--- src/rtl/data_mod_pkg.sv ---
// Shared types and sizing helpers for the data gearbox.
// FSM state encoding gains a FLUSH state only when DATA_GEARBOX_FLUSH_EN is defined.
// Helpers size the bit buffer and its fill counter from the word/symbol widths.
package data_mod_pkg;

`ifdef DATA_GEARBOX_FLUSH_EN
  typedef enum logic [1:0] {
    ST_IDLE  = 2'd0,
    ST_RUN   = 2'd1,
    ST_FLUSH = 2'd2
  } state_t;
`else
  typedef enum logic [1:0] {
    ST_IDLE = 2'd0,
    ST_RUN  = 2'd1
  } state_t;
`endif

  // Buffer must hold one full symbol plus one incoming word.
  function automatic int buf_w(input int in_w, input int out_w);
    return in_w + out_w;
  endfunction

  // Fill counter counts 0..BUF_W inclusive.
  function automatic int fill_w(input int in_w, input int out_w);
    return $clog2(in_w + out_w + 1);
  endfunction

endpackage

--- src/rtl/data_gearbox.sv ---
// Purpose: repacks IN_W-bit words from a FWFT source into OUT_W-bit symbols (LSB- or MSB-first).
// Latency: one clock from the accepting edge to mod_en once a full symbol is buffered.
// Backpressure: mod_stall freezes emission/dmod; rd keeps accepting while the buffer has room.
// Optional residual flush (flush port, FLUSH state) is compiled in with DATA_GEARBOX_FLUSH_EN.
module data_gearbox
  import data_mod_pkg::*;
#(
  parameter int IN_W      = 8,
  parameter int OUT_W     = 5,
  parameter bit MSB_FIRST = 1'b0
) (
  input  logic                              clk,
  input  logic                              reset_n,
  input  logic                              in_empty,
  input  logic [IN_W-1:0]                   data_in,
  output logic                              rd,
  input  logic                              mod_stall,
`ifdef DATA_GEARBOX_FLUSH_EN
  input  logic                              flush,
`endif
  output logic [OUT_W-1:0]                  dmod,
  output logic                              mod_en,
  output logic [$clog2(IN_W+OUT_W+1)-1:0]   fill
);

  localparam int BUF_W  = buf_w(IN_W, OUT_W);
  localparam int FILL_W = fill_w(IN_W, OUT_W);

  typedef logic [FILL_W-1:0] fill_t;
  typedef logic [FILL_W:0]   cnt_t;
  typedef logic [BUF_W-1:0]  buf_t;

  localparam fill_t C_OUT_W = fill_t'(OUT_W);
  localparam fill_t C_IN_WF = fill_t'(IN_W);
  localparam cnt_t  C_IN_W  = cnt_t'(IN_W);
  localparam cnt_t  C_BUF_W = cnt_t'(BUF_W);

  // Buffer holds bits in transmission order: bit 0 is the oldest, bits at or above r_fill are zero.
  state_t            r_state;
  buf_t              r_buf;
  fill_t             r_fill;
  logic [OUT_W-1:0]  r_dmod;
  logic              r_mod_en;

  logic [IN_W-1:0]   w_in_ord;
  logic [OUT_W-1:0]  w_sym;
  logic              w_flushing;
  logic              w_pop_full;
  logic              w_pop_res;
  logic              w_emit;
  logic              w_rd;
  fill_t             w_pop_cnt;
  fill_t             w_after_pop;
  fill_t             w_fill_nxt;
  buf_t              w_buf_nxt;
`ifdef DATA_GEARBOX_FLUSH_EN
  logic              w_flush_req;
`endif

  // FLUSH-state decode and flush request qualification (flush with an empty buffer is ignored)
  always_comb begin
    w_flushing = 1'b0;
`ifdef DATA_GEARBOX_FLUSH_EN
    w_flushing  = (r_state == ST_FLUSH);
    w_flush_req = flush && (r_fill != '0);
`endif
  end

  // Reorder input words and output symbols so transmission order always maps to buffer bit 0 upward
  always_comb begin
    w_in_ord = data_in;
    w_sym    = r_buf[OUT_W-1:0];
    if (MSB_FIRST) begin
      for (int i = 0; i < IN_W; i++) begin
        w_in_ord[i] = data_in[IN_W-1-i];
      end
      for (int j = 0; j < OUT_W; j++) begin
        w_sym[OUT_W-1-j] = r_buf[j];
      end
    end
  end

  // Pop decision, read strobe and next buffer/fill; push lands directly behind the surviving bits
  always_comb begin
    w_pop_full  = (r_fill >= C_OUT_W) && !mod_stall;
    w_pop_res   = w_flushing && (r_fill != '0) && (r_fill < C_OUT_W) && !mod_stall;
    w_emit      = w_pop_full || w_pop_res;
    w_pop_cnt   = '0;
    if (w_pop_full) begin
      w_pop_cnt = C_OUT_W;
    end else if (w_pop_res) begin
      w_pop_cnt = r_fill;
    end
    w_after_pop = r_fill - w_pop_cnt;
    w_rd        = reset_n && !in_empty && !w_flushing &&
                  ((cnt_t'(w_after_pop) + C_IN_W) <= C_BUF_W);
    w_buf_nxt   = r_buf >> w_pop_cnt;
    w_fill_nxt  = w_after_pop;
    if (w_rd) begin
      w_buf_nxt  = w_buf_nxt | (buf_t'(w_in_ord) << w_after_pop);
      w_fill_nxt = w_after_pop + C_IN_WF;
    end
  end

  assign rd     = w_rd;
  assign dmod   = r_dmod;
  assign mod_en = r_mod_en;
  assign fill   = r_fill;

  // FSM, bit buffer and registered symbol output; residual padding comes from the zeroed upper bits
  always_ff @(posedge clk or negedge reset_n) begin
    if (!reset_n) begin
      r_state  <= ST_IDLE;
      r_buf    <= '0;
      r_fill   <= '0;
      r_dmod   <= '0;
      r_mod_en <= 1'b0;
    end else begin
      r_buf    <= w_buf_nxt;
      r_fill   <= w_fill_nxt;
      r_mod_en <= w_emit;
      if (w_emit) begin
        r_dmod <= w_sym;
      end
      case (r_state)
`ifdef DATA_GEARBOX_FLUSH_EN
        ST_FLUSH: begin
          if (w_fill_nxt == '0) begin
            r_state <= ST_IDLE;
          end
        end
`endif
        ST_RUN: begin
          if (w_fill_nxt == '0) begin
            r_state <= ST_IDLE;
`ifdef DATA_GEARBOX_FLUSH_EN
          end else if (w_flush_req) begin
            r_state <= ST_FLUSH;
`endif
          end else begin
            r_state <= ST_RUN;
          end
        end
        default: begin
          r_state <= (w_fill_nxt == '0) ? ST_IDLE : ST_RUN;
        end
      endcase
    end
  end

endmodule

--- config.mk ---
export PLATFORM = sky130hd
export DESIGN_NAME = data_gearbox
export DESIGN_NICKNAME = d
export VERILOG_FILES = /design/src/rtl/data_mod_pkg.sv /design/src/rtl/data_gearbox.sv
export SDC_FILE = /design/constraint.sdc
export NUM_CORES = 1
export LEC_CHECK = 0
export BUFFER_PORTS_ARGS = -buffer_cell sky130_fd_sc_hd__buf_2
export CAP_MARGIN = 10
export CORE_ASPECT_RATIO = 1.1
export CORE_MARGIN = 4
export CORE_UTILIZATION = 55
export CTS_CLUSTER_SIZE = 14
export DETAILED_ROUTE_END_ITERATION = 12
export PLACE_DENSITY_LB_ADDON = 0.1
export SLEW_MARGIN = 5
export SYNTH_ARGS = -nofsm -noshare
export SYNTH_HDL_FRONTEND = slang
export SYNTH_SLANG_ARGS = --single-unit
--- constraint.sdc ---
create_clock -name clk -period 3.55 [get_ports clk]
set_input_delay 0 -clock clk [delete_from_list [all_inputs] [get_ports clk]]
set_output_delay 0 -clock clk [all_outputs]
set_load 0.02 [all_outputs]
==> metrics.md, run 1 <==
| Metric | Value |
|---|---|
| Worst vdd ir | 0.744 mV |
| Avg WL per Cell | 13.4 µm |
| Switching share of total power | 0.476 |
| Top Ports | 23 |
| Cts repair resizes | 0 |
| Seq/Total Area, Yosys | 0.451 |
| R2R Setup Slk | 610 ps |
| Number of global-route vias before repair | 1022 |
| Core Rows | 18 |
| Total power draw | about 1.5 mW |
| HPWL Detailed | 1.91 mm |
| Syn-to-layout area delta | 10.6% |
| Setup violations, final | 0 |
| Setup CP Type | reg -> reg |
| PD cells | 1070 nW/µm² |
| DRC violations left | 0 |
| FMAX | 0.340 GHz |
| CP delay by family, top | adder cells |
| Buf/Inv on CP | 1 |
| Worst min-delay path class | in -> reg |
| Final period util | 0.829 |
| Number of diodes | 0 |
| CTS Hold Bufs | 1 |
| Synth Area per Inst | between 9 and 10 µm² |
| Worst slew margin | 0.650 |
| Yosys cell types | 31 |
| Via/cell ratio | 5.34 |
| Setup Buffers After CTS | 0 |
| Pins Over Slew Limit | 0 |
| CTS tree | built |
| CP Launch Type | flip-flop |
| Psw | 0.716 mW |
| Crit Path Max Fanout | 20 |
| Largest family of logic cells by synthesized area | simple AND/OR/NAND/NOR gates |
| Worst skew pair latency | roughly 300 ps |
| Status | completed |
| Worst-path cell chain | o21a_1 > nor2_1 > or2_2 > inv_1 > ha_1 > ha_1 > mux2_2 > a21oi_1 > o21a_1 > o221ai_1 |
| Global-route wire length before repair | 4.53 mm |
| Max_cap viols | 0 |
| Post-synth net total | 149 |
| Required @ worst endpoint | 3720 ps |
| Simple-gate portion of the synthesized area | 0.166 |
| Multiplexer share of the synthesized area | 0.0903 |
| CTS max path bufs | 2 |
| Die Height | about 60 µm |
| Placed insts | 181 |
| RD Place Congestion | 0.804 |
| Layout cells sized above 1 | 0.244 |
| Crit. End Element | flip-flop |
| GRT Overall Usage | 0.191 |
| Vias | 993 |
| Root Buffer | clkbuf_4 |
| Fin Clk Skew | 6.20 ps |
| IO buf count | 22 |
| Fin util | 0.632 |
| Complex-gate fraction of the synthesized area | 0.154 |
| Final wirelength | 2.49 mm |
| Initial antenna violation count | 0 |
| Clock sink count | 23 |
| Final min period | approximately 2900 ps |
| Final hold violations | 0 |
| Cell Int Power | 0.788 mW |
| Comb pwr share | 0.632 |
| Clock Pin Slew Worst Setup and Hold Paths | 130 ps |
| TritonRoute pass-1 iters | 4 |
| Mapped Cells | 134 |
| Die Span X | 53.9 µm |
| Starting DRT DRC Count | 11 |
| Final non-filler cell total | 186 |
| Fillcell total | approximately 180 |
| XOR/XNOR share of the synthesized area | 0.0255 |
| Clk network pwr share | 0.079 |
| Adder-Cell Fraction of Synth Area | 0.0294 |
| H-tree lvl count | 1 |
| RSZ-0062 raised after global routing | no |
| Grt ovf | 0 |
| Num CTS Buffers | 3 |
| Core footprint | between 2000 and 2500 µm² |
| Leak | between 0.7 and 0.8 nW |
| Die footprint | between 3000 and 4000 µm² |
| Slowest library cell on the worst path | ha_1 |
| Post-Synthesis Cell Area | about 1300 µm² |
| Fin nets | 172 |
| Sum of negative setup slack | 0 ps |
| Synthesized flop and latch total | 23 |
| Reg power frac | 0.289 |
| Largest net degree at the start of global routing | 25 |
| Critical Path AT | 3110 ps |
| Slew @ Worst Pin | 525 ps |
| Final ANT Viol Nets | 0 |
| Max incr delay on CP | about 620 ps |
| YS warnings | 0 |
| Starting Density | 0.572 |
==> synth_stat cells <==
| cell type | n | area (µm²) |
|---|---|---|
| nand2_1 | 27 | 101 |
| o21ai_0 | 4 | 20.0 |
| inv_1 | 10 | 37.5 |
| or2_2 | 1 | 6.26 |
| mux2_2 | 2 | 22.5 |
| nor2b_1 | 1 | 6.26 |
| a211oi_1 | 1 | 7.51 |
| mux4_2 | 1 | 22.5 |
| mux2i_1 | 7 | 70.1 |
| a21oi_2 | 1 | 8.76 |
| and3_1 | 1 | 6.26 |
| and4_1 | 1 | 8.76 |
| nand3_1 | 3 | 15.0 |
| ha_1 | 3 | 37.5 |
| nand2b_1 | 1 | 6.26 |
| buf_6 | 4 | 45.0 |
| o21a_1 | 3 | 22.5 |
| o22ai_1 | 7 | 43.8 |
| xnor2_2 | 1 | 16.3 |
| a21oi_1 | 6 | 30.0 |
| xor2_2 | 1 | 16.3 |
| nor3_1 | 1 | 5.00 |
| and2b_1 | 1 | 7.51 |
| dfrtp_1 | 23 | 576 |
| buf_2 | 1 | 5.00 |
| o32ai_2 | 1 | 16.3 |
| buf_4 | 2 | 15.0 |
| nor2_1 | 13 | 48.8 |
| inv_2 | 1 | 3.75 |
| o221ai_1 | 4 | 35.0 |
| o211ai_2 | 1 | 12.5 |
==> kinds of logic (layout without fill, tap and decap cells) <==
logic type,after synthesis,in the layout
buf+inv,18,40
fa+ha+maj,3,3
simple gates,50,50
xor+xnor,2,2
flops,23,23
compound gates,28,28
mux,10,10
==> through the flow <==
step / area, µm² / setup slack, ps / hold slack (ps)
finish: 1410 / 607 / 69.1
global route: 1410 / 329 / 53.8
CTS: 1410 / 594 / 51.4
detailed placement: 1370 / 625 / 4.94
global placement: 1370 / 731 / -3.65
floorplan: 1270 / 997 / -296
==> cell type report <==
type,instances,area (µm²),share of cell area
Sequential cell,23,576,0.408
Multi-Input combinational cell,93,593,0.421
Timing Repair Buffer,25,135,0.0958
Inverter,11,41.3,0.0293
Clock buffer,3,22.5,0.0160
Tap cell,30,37.5,0.0266
Clock inverter,1,5.00,0.00355
==> state kept, by name (all words and copies together) (netlist names) <==
| register | cells |
|---|---|
| r_buf | 13 |
| dmod | 5 |
| fill | 4 |
| mod_en | 1 |
==> per-layer routing <==
metal,part of all wire,wire length (µm),global-route usage,vias up
met2,0.49,1220,0.311,21
li1,-,-,-,502
met1,0.46,1140,0.265,468
met4,0.0056,14,0.0547,0
met3,0.046,115,0.0228,2
met5,0,0,0,-
==> power by group through the flow <==
| stage | clock network [mW] | registers [mW] | logic, mW |
|---|---|---|---|
| 2_1_floorplan | 0 | 0.503 | 0.725 |
| 3_3_place_gp | 0 | 0.438 | 0.943 |
| 3_5_place_dp | 0 | 0.443 | 0.952 |
| 4_1_cts | 0.122 | 0.437 | 0.957 |
| 5_1_grt | 0.134 | 0.454 | 1.07 |
| 6_report | 0.119 | 0.435 | 0.951 |
==> final timing paths <==
check | cells past startpoint | startpoint | end
min | 3 | data_in[0] | r_buf[0]
min in group asynchronous | 2 | reset_n | r_buf[9]
max reg2reg | 10 | fill[0] | r_buf[6]
min reg2reg | 2 | dmod[2] | dmod[2]
max | 10 | fill[0] | r_buf[6]
max in group asynchronous | 2 | reset_n | r_buf[5]
==> cell usage in the layout, fill, tap and decap left out, types with 2 or more instances in the layout <==
cell type	instances
nand2_1	27
dfrtp_1	23
buf_2	22
nor2_1	13
inv_1	10
mux2i_1	7
o22ai_1	7
a21oi_1	6
o21ai_0	4
o221ai_1	4
o21a_1	3
nand3_1	3
ha_1	3
clkbuf_4	3
mux2_2	2
buf_4	2
==> worst reg2reg max path, stage by stage, from the launching register on <==
cell      delay, ps
dfrtp_1         420
o21a_1          200
nor2_1           80
or2_2           340
inv_1           110
ha_1            210
ha_1            620
mux2_2          410
a21oi_1         200
o21a_1          130
o221ai_1        100
Power figures use the tool's default switching activity.
==> run 2, diff against run 1 <==
--- a/config.mk
+++ b/config.mk
@@ -9,7 +9,7 @@
 export CAP_MARGIN = 10
 export CORE_ASPECT_RATIO = 1.1
 export CORE_MARGIN = 4
-export CORE_UTILIZATION = 55
+export CORE_UTILIZATION = 49
 export CTS_CLUSTER_SIZE = 14
 export DETAILED_ROUTE_END_ITERATION = 12
 export PLACE_DENSITY_LB_ADDON = 0.1
==> constraint.sdc (replaced) <==
create_clock -name clk -period 2.4 [get_ports clk]
set_input_delay 0 -clock clk [delete_from_list [all_inputs] [get_ports clk]]
set_output_delay 0 -clock clk [all_outputs]
set_load 0.02 [all_outputs]
==> run 2 against run 1 <==
  * First-iteration DRC count up 120%
  * Total power grew 68%
  * Global-route usage is 1.1 points lower
  * Sequential share of layout area shrank 3.3 points
  * Wire length is 16% higher
  * Count of clock-buffer cells in the layout did not move
  * Cell count grew 4.8%
  * Worst setup slack lost 530 ps
  * Non-clock buffer count grew 8
  * Via count rose by 7.0%
  * Sequential cell count unchanged
  * Clock power rose by 54%
  * Critical path type is now reg -> out
  * Largest cell class unchanged
  * Largest power group unchanged
  * Highest routed layer unchanged
==> metrics.md, run 2 (synthesized netlist as in run 1, its figures left out) <==
| Metric | Value |
|---|---|
| Status | completed |
| Worst min-delay path class | in -> reg |
| Root Buffer | clkbuf_4 |
| Grt ovf | 0 (unchanged) |
| Reg2Reg Depth | 12 (+2) |
| Critical Path AT | 2330 ps (-780 ps) |
| Starting Density | 0.511 (-0.0611) |
| Core footprint | 2500 µm² (+12%) |
| Clock Pin Slew Worst Setup and Hold Paths | 130 ps (about the same) |
| DRC violations left | 0 (unchanged) |
| Fillcell total | 229 (+27%) |
| Final hold violations | 0 (unchanged) |
| Die footprint | 3480 µm² (+10%) |
| CP delay by family, top | flip-flops |
| CTS max path bufs | 2 (unchanged) |
| Die Span X | 56.6 µm (+5.1%) |
| Post-route design area | 1540 µm² (+9.5%) |
| Largest register FFs | 13 (unchanged) |
| Number of global-route vias before repair | 1006 (-1.6%) |
| Reg-to-reg endpoint | r_buf[7] |
| Crit. End Element | output port |
| Num CTS Buffers | 3 (unchanged) |
| Sequential cell area | 579 µm² (+0.65%) |
| Worst skew pair latency | 310 ps (about the same) |
| Required @ worst endpoint | 2400 ps (-1320 ps) |
| Largest register by flop count | r_buf |
| Final wirelength | 2.88 mm (+16%) |
| Initial antenna violation count | 0 (unchanged) |
| Commonest non-fill, non-tap cell in the layout | nand2_1 |
| RSZ-0062 raised after global routing | yes |
| Via/cell ratio | 5.45 (+2.1%) |
| Hold path depth | 3 (unchanged) |
| Layout cells sized above 1 | 0.341 (+0.0979) |
| Syn-to-layout area delta | 21.1% |
| Slew @ Worst Pin | 298 ps (-227 ps) |
| Pins Over Slew Limit | 0 (unchanged) |
| Setup CP Type | reg -> out |
| Avg WL per Cell | 14.7 µm (+10%) |
| Setup violations, final | 0 (unchanged) |
| Area of the multi-input gates | 654 µm² (+10%) |
| Starting DRT DRC Count | 24 (+13) |
| Placed Instance Area | 1430 µm² (+4.1%) |
| Worst vdd ir | 1.17 mV (+58%) |
| Reg-to-Reg Start | fill[0] |
| PD cells | 1640 nW/µm² (+54%) |
| Number of diodes | 0 (unchanged) |
| Vias | 1063 (+7.0%) |
| CTS tree | built |
| Top Ports | 23 (unchanged) |
| Fin util | 0.619 (-0.0139) |
| Worst-path cell chain | o21a_1 > nor2_1 > or2_4 > inv_2 > ha_1 > ha_4 > xor2_2 > buf_4 > o211ai_4 > inv_1 > buf_2 |
| R2R Setup Slk | 100 ps (-510 ps) |
| Leak | 0.752 nW (+4.9%) |
| Final min period | 2330 ps |
| Hold EP | r_buf[0] |
| Slowest library cell on the worst path | dfrtp_2 |
| Fin Clk Skew | 5.89 ps (-0.313 ps) |
| Min-delay src | data_in[0] |
| Max incr delay on CP | 430 ps (-190 ps) |
| Worst slew margin | 0.802 (+0.151) |
| H-tree lvl count | 1 (unchanged) |
| CP Launch Type | flip-flop |
| Most frequent cells in the layout | nand2_1, buf_2, dfrtp_1, nor2_1 |
| Die Height | 61.5 µm (+5.1%) |
| IO buf count | 22 (unchanged) |
| TritonRoute pass-1 iters | 4 (unchanged) |
| Clock sink count | 23 (unchanged) |
| Final period util | 0.970 |
| Global-route wire length before repair | 4.73 mm (+4.4%) |
| Sum of negative setup slack | 0 ps (unchanged) |
| Final ANT Viol Nets | 0 (unchanged) |
| RD Place Congestion | 0.778 (-3.3%) |
| Max_cap viols | 0 (unchanged) |
| Hold slack | 41.2 ps (-27.9 ps) |
| Worst path depth | 11 (+1) |
| Fin nets | 180 (+4.7%) |
| Core Rows | 19 (+1) |
| FMAX | 0.430 GHz |
| Crit Path Max Fanout | 14 (-30%) |
| GRT Overall Usage | 0.180 (-0.0107) |
| HPWL Detailed | 2.09 mm (+9.4%) |
| Buf/Inv on CP | 4 (+3) |
| Largest net degree at the start of global routing | 25 (unchanged) |
-- run 2: repair_timing --
item / 4_1_cts / 5_1_grt
gates resized for setup: 2 / 7
setup endpoints to repair: 4 / 8
endpoints found under the hold margin: 23 / 0
buffers inserted: 1 / 1
hold buffers: 1 / 0
pin swaps: 1 / 1
-- run 2: worst max-delay path by stage --
| stage | start | to | slack, ps |
|---|---|---|---|
| 2_1_floorplan | fill[0] | r_buf[5] | -2 |
| 3_3_place_gp | fill[0] | r_buf[5] | 7 |
| 3_5_place_dp | fill[0] | r_buf[4] | -20 |
| 4_1_cts | fill[0] | rd | 3 |
| 5_1_grt | fill[2] | r_buf[7] | -30 |
| 6_report | fill[0] | rd | 70 |
-- run 2: layer usage --
metal	up-vias	routed length, µm	track usage
met5	-	0	0
met1	512	1280	0.239
met3	2	133	0.0273
li1	517	-	-
met2	32	1440	0.307
met4	0	17	0.0610
-- run 2: per-stage QoR --
stage / setup slack [ps] / cells / power [mW]
floorplan: -2.21 / 134 / 1.86
global placement: 6.93 / 188 / 2.16
detailed placement: -18.0 / 188 / 2.20
CTS: 3.05 / 194 / 2.42
global route: -25.2 / 195 / 2.73
finish: 72.5 / 195 / 2.53
-- run 2: worst min-delay path, cell delays in order --
cell     delay, ps
buf_2          120
nand3_1        110
o22ai_1         90
-- run 2: cell type report --
cell class	count	share of cell area
Timing Repair Buffer	33	0.131
Tap cell	31	0.0251
Inverter	11	0.0267
Multi-Input combinational cell	93	0.424
Clock buffer	3	0.0146
Sequential cell	23	0.375
Clock inverter	1	0.00324
-- run 2: power by group --
part | internal, mW | leakage (nW) | total, mW | switching (mW)
Sequential | 0.562 | 0.288 | 0.654 | 0.0925
Combinational | 0.720 | 0.447 | 1.70 | 0.976
Clock | 0.0623 | 0.0177 | 0.183 | 0.121
Total | 1.34 | 0.752 | 2.53 | 1.19
==> run 3, diff against run 2 <==
--- a/config.mk
+++ b/config.mk
@@ -9,10 +9,10 @@
 export CAP_MARGIN = 10
 export CORE_ASPECT_RATIO = 1.1
 export CORE_MARGIN = 4
-export CORE_UTILIZATION = 49
+export CORE_UTILIZATION = 46
 export CTS_CLUSTER_SIZE = 14
 export DETAILED_ROUTE_END_ITERATION = 12
-export PLACE_DENSITY_LB_ADDON = 0.1
+export PLACE_DENSITY_LB_ADDON = 0.15
 export SLEW_MARGIN = 5
 export SYNTH_ARGS = -nofsm -noshare
 export SYNTH_HDL_FRONTEND = slang
==> run 3 against run 2 <==
  * Worst setup slack better by 55 ps
  * Critical path depth is 1 lower
  * Critical path type is now reg -> reg
  * Fmax is 2.4% higher
  * Clock power hardly changed
  * Cell count is 1.0% lower
  * Register-to-register slack better by 30 ps
  * Utilization is 0.60 points lower
  * Largest power group unchanged
  * First-iteration DRC count is 54% higher
  * Wire length is 1.1% higher
  * Combinational power is 6% higher
  * Count of clock-buffer cells in the layout stayed put
  * Sequential share of layout area is 0.69 points lower
==> metrics.md, run 3 (synthesized netlist as in run 1, its figures left out) <==
| Metric | Value |
|---|---|
| Status | completed |
| Area of the multi-input gates | 686 µm² (+4.8%) |
| Crit Path Max Fanout | 19 (+5) |
| Placed insts | 187 (-0.53%) |
| Fin nets | 178 (-1.1%) |
| PD cells | 1680 nW/µm² (+2.5%) |
| Fin Clk Skew | 1.78 ps (-4.10 ps) |
| Final non-filler cell total | 193 (-1.0%) |
| Commonest non-fill, non-tap cell in the layout | nand2_1 |
| Core footprint | 2570 µm² (+2.9%) |
| Die Span X | 58.2 µm (+2.8%) |
| Die Height | 63.2 µm (+2.8%) |
| Worst vdd ir | 1.04 mV (-11%) |
| Most frequent cells in the layout | nand2_1, buf_2, dfrtp_1, nor2_1, inv_1 |
| DRC violations left | 0 (unchanged) |
| GRT Overall Usage | 0.169 (-0.0117) |
| Pins Over Slew Limit | 0 (unchanged) |
| Setup CP Type | reg -> reg |
| Total power draw | 2.65 mW (+4.4%) |
| Sum of negative setup slack | 0 ps (unchanged) |
| Final hold violations | 0 (unchanged) |
| Final wirelength | 2.91 mm (+1.1%) |
| Via/cell ratio | 5.44 (-0.29%) |
| Fillcell total | 234 (+2.2%) |
| HPWL Detailed | 2.07 mm (-1.1%) |
| Largest register by flop count | r_buf |
| CTS max path bufs | 2 (unchanged) |
| Final period util | 0.947 (-0.0228) |
| Global-route wire length before repair | 4.81 mm (+1.8%) |
| Worst min-delay path class | in -> reg |
| Clock Pin Slew Worst Setup and Hold Paths | 130 ps (about the same) |
| Die footprint | 3680 µm² (+5.6%) |
| Starting Density | 0.497 (-0.0142) |
| Number of diodes | 0 (unchanged) |
| Core Rows | 19 (unchanged) |
| Slew @ Worst Pin | 304 ps (+5.90 ps) |
| CTS tree | built |
| Sequential cell area | 579 µm² (unchanged) |
| Top Ports | 23 (unchanged) |
| Hold slack | 50.6 ps (+9.42 ps) |
| Required @ worst endpoint | 2630 ps (+230 ps) |
| Root Buffer | clkbuf_4 |
| Final ANT Viol Nets | 0 (unchanged) |
| IO buf count | 22 (unchanged) |
| Clock sink count | 23 (unchanged) |
| H-tree lvl count | 1 (unchanged) |
| Starting DRT DRC Count | 37 (+54%) |
| Largest register FFs | 13 (unchanged) |
| Avg WL per Cell | 15.1 µm (+2.2%) |
| Crit. End Element | flip-flop |
| Final min period | 2270 ps (-54.7 ps) |
| Num CTS Buffers | 3 (unchanged) |
| CP Launch Type | flip-flop |
| Initial antenna violation count | 0 (unchanged) |
| Vias | 1049 (-1.3%) |
| Grt ovf | 0 (unchanged) |
| Worst skew pair latency | 320 ps (about the same) |
| TritonRoute pass-1 iters | 4 (unchanged) |
| Critical Path AT | 2510 ps (+180 ps) |
| Setup violations, final | 0 (unchanged) |
| Worst slew margin | 0.798 (-0.00394) |
| Max_cap viols | 0 (unchanged) |
| RD Place Congestion | 0.816 (+5.0%) |
| Largest net degree at the start of global routing | 25 (unchanged) |
| FMAX | 0.440 GHz (+2.4%) |
| Number of global-route vias before repair | 1071 (+6.5%) |
| Leak | 0.751 nW (-0.14%) |
| Layout cells sized above 1 | 0.346 (+0.00422) |
| Syn-to-layout area delta | 23.4% |
## run 3: cell types whose count changed in the layout (fill, tap and decap cells not counted), sizes merged
cell,change
buf,-2
## run 3: path summary, 6_finish.rpt
kind / from / depth (start not counted) / slack (ps) / to
max reg2reg: fill[2] / 10 / 130 / r_buf[8]
min: data_in[0] / 3 / 50 / r_buf[0]
max in group asynchronous: reset_n / 3 / 1980 / fill[1]
min reg2reg: r_buf[3] / 2 / 480 / dmod[3]
max: fill[2] / 10 / 130 / r_buf[8]
min in group asynchronous: reset_n / 3 / 180 / dmod[1]
## run 3: layout make-up
cell class / instances / share of cell area
clock buffer: 3 / 0.0143
clock inverter: 1 / 0.00318
inverter: 11 / 0.0263
multi-input combinational: 93 / 0.436
sequential: 23 / 0.368
tap: 31 / 0.0247
timing repair buffer: 31 / 0.127
## run 3: worst max-delay path, stage by stage, from the launching register on
cell      delay, ps
dfrtp_2         420
o21a_1          130
nor2_1           40
or2_4           240
buf_8           160
ha_4            320
a21oi_4          70
xnor2_2         230
o211ai_4        130
buf_4           190
o32ai_2         260
## run 3: layer usage
| layer | vias to the layer above | track usage | part of all wire |
|---|---|---|---|
| met3 | 4 | 0.0245 | 0.051 |
| li1 | 512 | - | - |
| met2 | 28 | 0.271 | 0.50 |
| met4 | 0 | 0.0725 | 0.010 |
| met5 | - | 0 | 0 |
| met1 | 505 | 0.223 | 0.44 |
## run 3: repair_timing
action	CTS	global route
endpoints found under the hold margin	23	0
gates resized for setup	2	15
pin swaps	1	2
hold buffers	1	0
buffers inserted	1	0
endpoints found under the setup margin	3	11
## run 3: report_power, final
group          leakage [nW]  total [mW]  switching (mW)  internal (mW)
Clock                0.0177       0.182           0.119         0.0624
Sequential            0.288       0.655          0.0929          0.562
Combinational         0.446        1.81            1.02          0.794
## run 3: metrics by stage
step | utilization | setup WS, ps | cell area, µm²
global placement | 0.558 | 100 | 1430
detailed placement | 0.558 | 5.82 | 1430
floorplan | - | -2.21 | 1290
CTS | 0.579 | 0.756 | 1490
global route | 0.613 | -7.94 | 1570
finish | 0.613 | 127 | 1570
